$ cat config.mk
export PLATFORM = sky130hd
export DESIGN_NAME = load_store_unit
export DESIGN_NICKNAME = d
export VERILOG_FILES = /design/src/rtl/load_store_unit.sv
export SDC_FILE = /design/constraint.sdc
export NUM_CORES = 1
export LEC_CHECK = 0
export CAP_MARGIN = 0
export CORE_MARGIN = 2
export CORE_UTILIZATION = 47
export DETAILED_ROUTE_END_ITERATION = 7
export GPL_TIMING_DRIVEN = 0
export PLACE_DENSITY = 0.95
export SLEW_MARGIN = 15
export SYNTH_ARGS = -nofsm -noshare
export SYNTH_HDL_FRONTEND = slang
export SYNTH_SLANG_ARGS = --single-unit
$ cat constraint.sdc
create_clock -name clk -period 2.95 [get_ports clk]
set_input_delay 0.4425 -clock clk [delete_from_list [all_inputs] [get_ports clk]]
set_output_delay 0.4425 -clock clk [all_outputs]
set_load 0.01 [all_outputs]
$ cat src/rtl/load_store_unit.sv
// load_store_unit: memory-stage load/store unit for the 5-stage RISC-V core.
// Runs one load or store per request over a req/ack data-memory port. It
// steers store data onto byte lanes, generates byte enables, sign- or
// zero-extends load data, and flags misaligned half/word accesses. Stall
// holds the upstream stages while an access is outstanding.
//
// Ports:
//   clk, rst_n        clock, asynchronous active-low reset
//   MemValid          load/store present in the memory stage
//   MemWrite          1 = store, 0 = load
//   MemSize           00 byte, 01 half, 10/11 word
//   MemUnsigned       loads: 1 = zero-extend, 0 = sign-extend
//   ALUResult         effective byte address
//   WriteData         right-aligned store data
//   ReadData          extended load result, valid while Done
//   Done              one-cycle completion pulse
//   Stall             combinational: MemValid & ~Done
//   MisalignedFault   one-cycle pulse alongside Done for a misaligned access
//   DMemReq/We/Addr/WData/BE   data-memory request (registered)
//   DMemAck, DMemRData         data-memory completion and read word
module load_store_unit #(
  parameter int unsigned DATA_WIDTH = 32,
  parameter int unsigned ADDR_WIDTH = 32
) (
  input  logic                  clk,
  input  logic                  rst_n,
  input  logic                  MemValid,
  input  logic                  MemWrite,
  input  logic [1:0]            MemSize,
  input  logic                  MemUnsigned,
  input  logic [ADDR_WIDTH-1:0] ALUResult,
  input  logic [DATA_WIDTH-1:0] WriteData,
  output logic [DATA_WIDTH-1:0] ReadData,
  output logic                  Done,
  output logic                  Stall,
  output logic                  MisalignedFault,
  output logic                  DMemReq,
  output logic                  DMemWe,
  output logic [ADDR_WIDTH-1:0] DMemAddr,
  output logic [DATA_WIDTH-1:0] DMemWData,
  output logic [3:0]            DMemBE,
  input  logic                  DMemAck,
  input  logic [DATA_WIDTH-1:0] DMemRData
);

  localparam int unsigned BYTE_W = 8;
  localparam int unsigned HALF_W = 16;

  typedef enum logic [1:0] {IDLE, REQ, RESP, FAULT} state_t;

  state_t                state_q, state_d;

  // Registered copy of the request attributes needed when the ack arrives
  logic                  we_q, uns_q;
  logic [1:0]            size_q, lane_q;

  logic                  req_d, we_d, done_d, fault_d;
  logic [ADDR_WIDTH-1:0] addr_d;
  logic [DATA_WIDTH-1:0] wdata_d, rdata_d;
  logic [3:0]            be_d;

  logic                  accept_c, misaligned_c;
  logic [3:0]            be_c;
  logic [DATA_WIDTH-1:0] wdata_c, load_c;
  logic [BYTE_W-1:0]     byte_c;
  logic [HALF_W-1:0]     half_c;

  assign Stall    = MemValid & ~Done;
  assign accept_c = (state_q == IDLE) & MemValid;

  // Half needs addr[0]=0; word (and size 11) needs addr[1:0]=00
  assign misaligned_c = ((MemSize == 2'b01) & ALUResult[0]) |
                        (MemSize[1] & (|ALUResult[1:0]));

  // Byte enables and lane-replicated store data for the incoming request
  always_comb begin
    be_c    = 4'b1111;
    wdata_c = WriteData;
    case (MemSize)
      2'b00: begin
        be_c    = 4'b0001 << ALUResult[1:0];
        wdata_c = {4{WriteData[BYTE_W-1:0]}};
      end
      2'b01: begin
        be_c    = 4'b0011 << ALUResult[1:0];
        wdata_c = {2{WriteData[HALF_W-1:0]}};
      end
      default: begin
        be_c    = 4'b1111;
        wdata_c = WriteData;
      end
    endcase
  end

  // Lane extraction and extension of the returning read word
  always_comb begin
    byte_c = DMemRData[7:0];
    case (lane_q)
      2'd0:    byte_c = DMemRData[7:0];
      2'd1:    byte_c = DMemRData[15:8];
      2'd2:    byte_c = DMemRData[23:16];
      default: byte_c = DMemRData[31:24];
    endcase
    half_c = lane_q[1] ? DMemRData[31:16] : DMemRData[15:0];
    case (size_q)
      2'b00:   load_c = uns_q ? {24'd0, byte_c} : {{24{byte_c[BYTE_W-1]}}, byte_c};
      2'b01:   load_c = uns_q ? {16'd0, half_c} : {{16{half_c[HALF_W-1]}}, half_c};
      default: load_c = DMemRData;
    endcase
  end

  // Next state and next registered outputs
  always_comb begin
    state_d = state_q;
    req_d   = 1'b0;
    we_d    = 1'b0;
    addr_d  = '0;
    wdata_d = '0;
    be_d    = 4'b0000;
    done_d  = 1'b0;
    fault_d = 1'b0;
    rdata_d = '0;
    case (state_q)
      IDLE: begin
        if (MemValid) begin
          if (misaligned_c) begin
            state_d = FAULT;
            done_d  = 1'b1;
            fault_d = 1'b1;
          end else begin
            state_d = REQ;
            req_d   = 1'b1;
            we_d    = MemWrite;
            addr_d  = {ALUResult[ADDR_WIDTH-1:2], 2'b00};
            wdata_d = wdata_c;
            be_d    = be_c;
          end
        end
      end
      REQ: begin
        if (DMemAck) begin
          state_d = RESP;
          done_d  = 1'b1;
          rdata_d = we_q ? '0 : load_c;
        end else begin
          // Hold the request steady until the memory acknowledges
          req_d   = 1'b1;
          we_d    = DMemWe;
          addr_d  = DMemAddr;
          wdata_d = DMemWData;
          be_d    = DMemBE;
        end
      end
      RESP:    state_d = IDLE;
      FAULT:   state_d = IDLE;
      default: state_d = IDLE;
    endcase
  end

  // State and output registers
  always_ff @(posedge clk or negedge rst_n) begin
    if (!rst_n) begin
      state_q         <= IDLE;
      DMemReq         <= 1'b0;
      DMemWe          <= 1'b0;
      DMemAddr        <= '0;
      DMemWData       <= '0;
      DMemBE          <= 4'b0000;
      Done            <= 1'b0;
      MisalignedFault <= 1'b0;
      ReadData        <= '0;
    end else begin
      state_q         <= state_d;
      DMemReq         <= req_d;
      DMemWe          <= we_d;
      DMemAddr        <= addr_d;
      DMemWData       <= wdata_d;
      DMemBE          <= be_d;
      Done            <= done_d;
      MisalignedFault <= fault_d;
      ReadData        <= rdata_d;
    end
  end

  // Request attributes captured at acceptance
  always_ff @(posedge clk or negedge rst_n) begin
    if (!rst_n) begin
      we_q   <= 1'b0;
      uns_q  <= 1'b0;
      size_q <= 2'b00;
      lane_q <= 2'b00;
    end else if (accept_c) begin
      we_q   <= MemWrite;
      uns_q  <= MemUnsigned;
      size_q <= MemSize;
      lane_q <= ALUResult[1:0];
    end
  end

endmodule

Yosys cells after proc, flatten, opt, wreduce, memory -nomap -nowiden
Cells that the tools add are included.
Widths: inputs -> output; s select.
{ "totals": {"output_inout_bits": 105, "wordCells": 75, "regBits": 112, "inputBits": 104} }
{ "op_classes": {"n_eq_ne": 9, "muxes": 38, "n_bitwise": 6, "reduce_logical": 7, "n_shift": 2} }
{ "ops": {"columns": ["operator", "count"], "rows": [
  ["$mux 32", 10],
  ["$pmux 32 s2", 4],
  ["$pmux 8 s3", 1],
  ["$mux 16", 1],
  ["$pmux 4 s2", 2],
  ["$mux 4", 3],
  ["$mux 1", 10],
  ["$eq 2x1->1 const B", 4],
  ["$logic_not 2->1", 4],
  ["$eq 2x2->1 const B", 3],
  ["$mux 2", 3],
  ["$pmux 1 s2", 3],
  ["$pmux 2 s3", 1],
  ["$and 1x1->1", 4],
  ["$ne 2x2->1 const B", 2],
  ["$reduce_or 2->1", 2],
  ["$shl 1x2->4 const A", 1],
  ["$shl 2x2->4 const A", 1],
  ["$reduce_and 2->1", 1],
  ["$not 1->1", 1],
  ["$or 1x1->1", 1]
]} }

Logic depth before layout (Yosys ltp)
{ "depth": {"word_depth": 7, "mapped_depth": 5, "depth_no_buf": 3} }

Worst setup path before layout
Ideal clock, no wire load.
{ "synth_path": {"path_type": "flip-flop to flip-flop", "from": "register lane_q[1]", "to": "register ReadData[10]", "setup_ps": 126, "path_slack_ps": 1404, "arrival_ps": 1420, "stages_incl_launch_ff": 4, "synth_period_minus_slack_ps": 1546, "path_buffers": 0, "required_time_ps": 2824, "path_cell_list": "dfrtp_1 -> mux4_2 -> nor3b_4 -> o311a_1"} }
{ "synth_via": {"elab_chain_len": 7, "word_cells_on_any_way": 11, "cone_classes": "2 x eq/ne; 8 x mux; 1 x reduce/logical"} }
{ "synth_rtl": {"columns": ["element", "line", "rtl"], "rows": [
  ["start, declared", "55", "logic [1:0] size_q, lane_q;"],
  ["start signal, assigned", "196", "lane_q <= ALUResult[1:0];"],
  ["$eq 2x2->1, or another cell as far along", "98", "case (lane_q)"],
  ["$pmux 8 s3", "98", null],
  ["$mux 32", "106", "2'b00: load_c = uns_q ? {24'd0, byte_c} : {{24{byte_c[BYTE_W-1]}}, byte_c};"],
  ["$pmux 32 s2 *", "105", "case (size_q)"],
  ["$mux 32 *", "144", "rdata_d = we_q ? '0 : load_c;"],
  ["$mux 32 *", "141", "if (DMemAck) begin"],
  ["$mux 32 *", "123", "case (state_q)"],
  ["named net rdata_d[10]", "59", "logic [DATA_WIDTH-1:0] wdata_d, rdata_d;"],
  ["end signal, assigned", "181", "ReadData <= rdata_d;"],
  ["end, declared", "33", "output logic [DATA_WIDTH-1:0] ReadData,"]
]} }
Mark *: on every way through the listed nets, which the timed path passes. The rest lies on a longest branch.
A chain may end at the register's enable or synchronous reset.

Worst setup path after layout
{ "layout_path": {"from": "input port MemValid", "to": "output port Stall"} }
{ "layout_via": {"elab_chain_len": 1} }
{ "layout_rtl": {"columns": ["element", "line", "rtl"], "rows": [
  ["start, declared", "27", "input logic MemValid,"],
  ["$and 1x1->1", "68", "assign Stall = MemValid & ~Done;"],
  ["end, declared", "35", "output logic Stall,"]
]} }
Every way passes these cells.

==> flow_metrics.env <==
export IMPL_layout_drive_gt1_share_pct=8.613
export IMPL_antenna_diode_count=0
export IMPL_final_core_util_pct=71.27
export IMPL_rsz0062_at_grt="no"
export IMPL_via_count=4721
export IMPL_finalNetCount=786
export IMPL_synth_top_cells_by_count="sky130_fd_sc_hd__dfrtp_1, sky130_fd_sc_hd__a22o_1, sky130_fd_sc_hd__o21ai_0, sky130_fd_sc_hd__nand2_1, sky130_fd_sc_hd__nand2b_1"
export IMPL_worst_hold_path_num_cells=2
export IMPL_dr_pass1_iterations=4
export IMPL_final_hold_vio_count=0
export IMPL_fp_dieH_um=109.9
export IMPL_cellInternalPower_w=0.003385
export IMPL_cts_root_to_sink_buffers=2
export IMPL_hold_worst_slack_ps=491.1
export IMPL_routed_wirelength_um=16760
export IMPL_fin_area_um2=7760
export IMPL_netlist_area_leader_share_pct=52.23
export IMPL_worst_r2r_cell_count=4
export IMPL_max_freq_ghz=0.4796
export IMPL_synth_yosys_warnings=0
export IMPL_rows=38
export IMPL_ys_top_cells_by_area="sky130_fd_sc_hd__dfrtp_1, sky130_fd_sc_hd__a22o_1, sky130_fd_sc_hd__mux4_2"
export IMPL_post_cts_resized=0
export IMPL_timing_critical_path_required_ps=2510
export IMPL_insertion_delay_ps=370
export IMPL_placed_cells_incl_taps=810
export IMPL_initial_utilization_pct=48.40
export IMPL_power_density_cell_area_nw_per_um2=675.6
export IMPL_fill_cells=771
export IMPL_synth_sequential_area_ratio_pct=52.23
export IMPL_synth_edf_count=0
export IMPL_largest_net_degree_at_the_start_of_global_routing=82
export IMPL_yosys_cell_count_top_type="sky130_fd_sc_hd__dfrtp_1"
export IMPL_whs_endpoint="DMemBE[0]"
export IMPL_crit_reg2reg_launch="state_q[1]"
export IMPL_first_iter_violations=271
export IMPL_mappedNetlistArea_um2=5270
export IMPL_area_growth_pct=47.25
export IMPL_place_area_um2=7540
export IMPL_irDropWorstVdd_uv=349.9
export IMPL_cts_tree="yes"
export IMPL_placeableCoreArea_um2=10890
export IMPL_globalplace_congestion=0.9118
export IMPL_p_clk_share_pct=19.0
export IMPL_leakagePower_nw=3.332
export IMPL_timing_final_crit_share_pct=70.68
export IMPL_power_sequential_fraction_pct=37.0
export IMPL_final_max_slew_viol_count=0
export IMPL_total_switching_power_w=0.001857
export IMPL_clkTransAtPathRegs_ps=100
export IMPL_gr_total_overflow=0
export IMPL_post_synthesis_average_cell_area_um2=11.41
export IMPL_worstHoldPathType="reg2reg"
export IMPL_grt_antenna_before_repair=0
export IMPL_ff2ff_setup_slack_ps=1120
export IMPL_number_of_violations_of_the_max_capacitance_limit=0
export IMPL_worst_slew_pin_slew_ps=644.2
export IMPL_tritoncts_num_sinks=110
export IMPL_worstReg2RegEnd="ReadData[7]"
export IMPL_cell_count_final_fillers_out=825
export IMPL_ant_nets=0
export IMPL_timing_final_crit_period_ps=2085
export IMPL_buffers_added_on_ports=206
export IMPL_dp_hpwl_um=12870
export IMPL_floorplan_die_width_um=109.9
export IMPL_cts_root_buffer="sky130_fd_sc_hd__clkbuf_8"
export IMPL_cts_inserted_buffers=9
export IMPL_cts_htree_levels=3
export IMPL_grt_first_pass_wirelength_um=25700
export IMPL_routed_wire_length_per_instance_um=20.31
export IMPL_timing_final_setup_violations=0
export IMPL_critPathArrivalTime_ps=1640
export IMPL_die_area_um2=12080
export IMPL_combPwrFrac_pct=44.0
export IMPL_critical_path_launch_point_type="input pin"
export IMPL_ys_types=48
export IMPL_worst_path_max_fanout=3
export IMPL_ys_dominant_reg_cell="sky130_fd_sc_hd__dfrtp_1"
export IMPL_synthDominantAreaCellType="sky130_fd_sc_hd__dfrtp_1"
export IMPL_synthArstFlopShare_pct=100.0
export IMPL_status="finished clean"
export IMPL_routed_via_density=5.722
export IMPL_globalRouteTotalUtil_pct=28.19
export IMPL_worstSetupEndpointType="output pin"
export IMPL_ys_ff_latch=110
export IMPL_worst_slew_margin_rel_pct=55.94
export IMPL_via_count_of_the_first_global_routing_pass=5108
export IMPL_top_level_ports=209
export IMPL_power_switching_fraction_pct=35.43
export IMPL_path_class="in2out"
export IMPL_fin_worst_skew_ps=6.186
export IMPL_hold_path_startpoint="DMemBE[0]"
export IMPL_drc_errors=0
export IMPL_postSynthCellCount=462
## registers in the layout, summed over array words and instances, names as in the netlist
name             flops
state_q              2
MisalignedFault      1
we_q                 1
size_q               2
DMemWe               1
DMemReq              1
DMemBE               4
uns_q                1
Done                 1
ReadData            32
lane_q               2
DMemWData           32
DMemAddr            30
## kinds of logic after synthesis
family          synth area share [%]
compound gates                 20.23
xor+xnor                      0.1662
buf+inv                        4.653
flops                          52.23
mux                            6.481
other cells                  0.07116
simple gates                   16.17
## power groups by stage
stage          Combinational (W)  Clock (W)  Sequential [W]
2_1_floorplan            0.00124          0         0.00204
3_3_place_gp             0.00220          0         0.00195
3_5_place_dp             0.00230          0         0.00197
4_1_cts                  0.00231    0.00101         0.00194
5_1_grt                  0.00249    0.00108         0.00197
6_report                 0.00231   0.000995         0.00194
## cells in the final DEF (no fill, tap or decap), types with 10 or more instances in the layout
master	n
sky130_fd_sc_hd__nor2b_1	25
sky130_fd_sc_hd__a22o_1	39
sky130_fd_sc_hd__clkbuf_1	18
sky130_fd_sc_hd__nor2_1	11
sky130_fd_sc_hd__clkbuf_8	10
sky130_fd_sc_hd__buf_4	10
sky130_fd_sc_hd__a21oi_1	19
sky130_fd_sc_hd__clkdlybuf4s50_1	205
sky130_fd_sc_hd__nand2b_1	26
sky130_fd_sc_hd__nand2_1	28
sky130_fd_sc_hd__a32o_1	17
sky130_fd_sc_hd__and2_1	16
sky130_fd_sc_hd__mux2i_1	15
sky130_fd_sc_hd__o21ai_0	30
sky130_fd_sc_hd__nor3_1	18
sky130_fd_sc_hd__dfrtp_1	110
## worst max path at each step
stage               from            to  slack, ps
6_report        MemValid         Stall        860
5_1_grt         MemValid         Stall        840
3_5_place_dp    MemValid  DMemAddr[25]        680
4_1_cts         MemValid         Stall        860
2_1_floorplan  lane_q[1]  ReadData[10]       1400
3_3_place_gp       rst_n       DMemReq      -2580
## per-stage QoR
stage / setup slack, ps / setup TNS (ps) / power, W
final: 864.9 / 0 / 0.005242
after global routing: 836.2 / 0 / 0.005533
after CTS: 859.0 / 0 / 0.005261
after detailed placement: 679.2 / 0 / 0.004268
after global placement: -2582 / -283210 / 0.004151
after floorplan: 1404 / 0 / 0.003277
## critical path: stages
cell,delay (ps)
sky130_fd_sc_hd__clkdlybuf4s50_1,510
sky130_fd_sc_hd__nor2b_1,140
sky130_fd_sc_hd__clkdlybuf4s50_1,540
## layout make-up
type / count / area (um^2) / share of cell area [%]
plain buffers: 42 / 241.5 / 3.112
clock buffers: 10 / 137.6 / 1.774
clock inverters: 4 / 72.57 / 0.9352
inverters: 1 / 3.754 / 0.04837
multi-input cells: 310 / 2276 / 29.33
flip-flops and latches: 110 / 2753 / 35.47
well taps: 140 / 175.2 / 2.257
repair buffers: 208 / 2101 / 27.07
## metal layers
metal	wire [um]	track usage [%]
met5	0	0
met4	723	14.65
met3	1717	8.714
met2	8166	47.98
met1	6148	31.66
## timing repair
item,CTS,global route
setup buffers,0,0
hold endpoints to repair,29,0
hold buffers,1,0
Power figures use the tool's default switching activity.
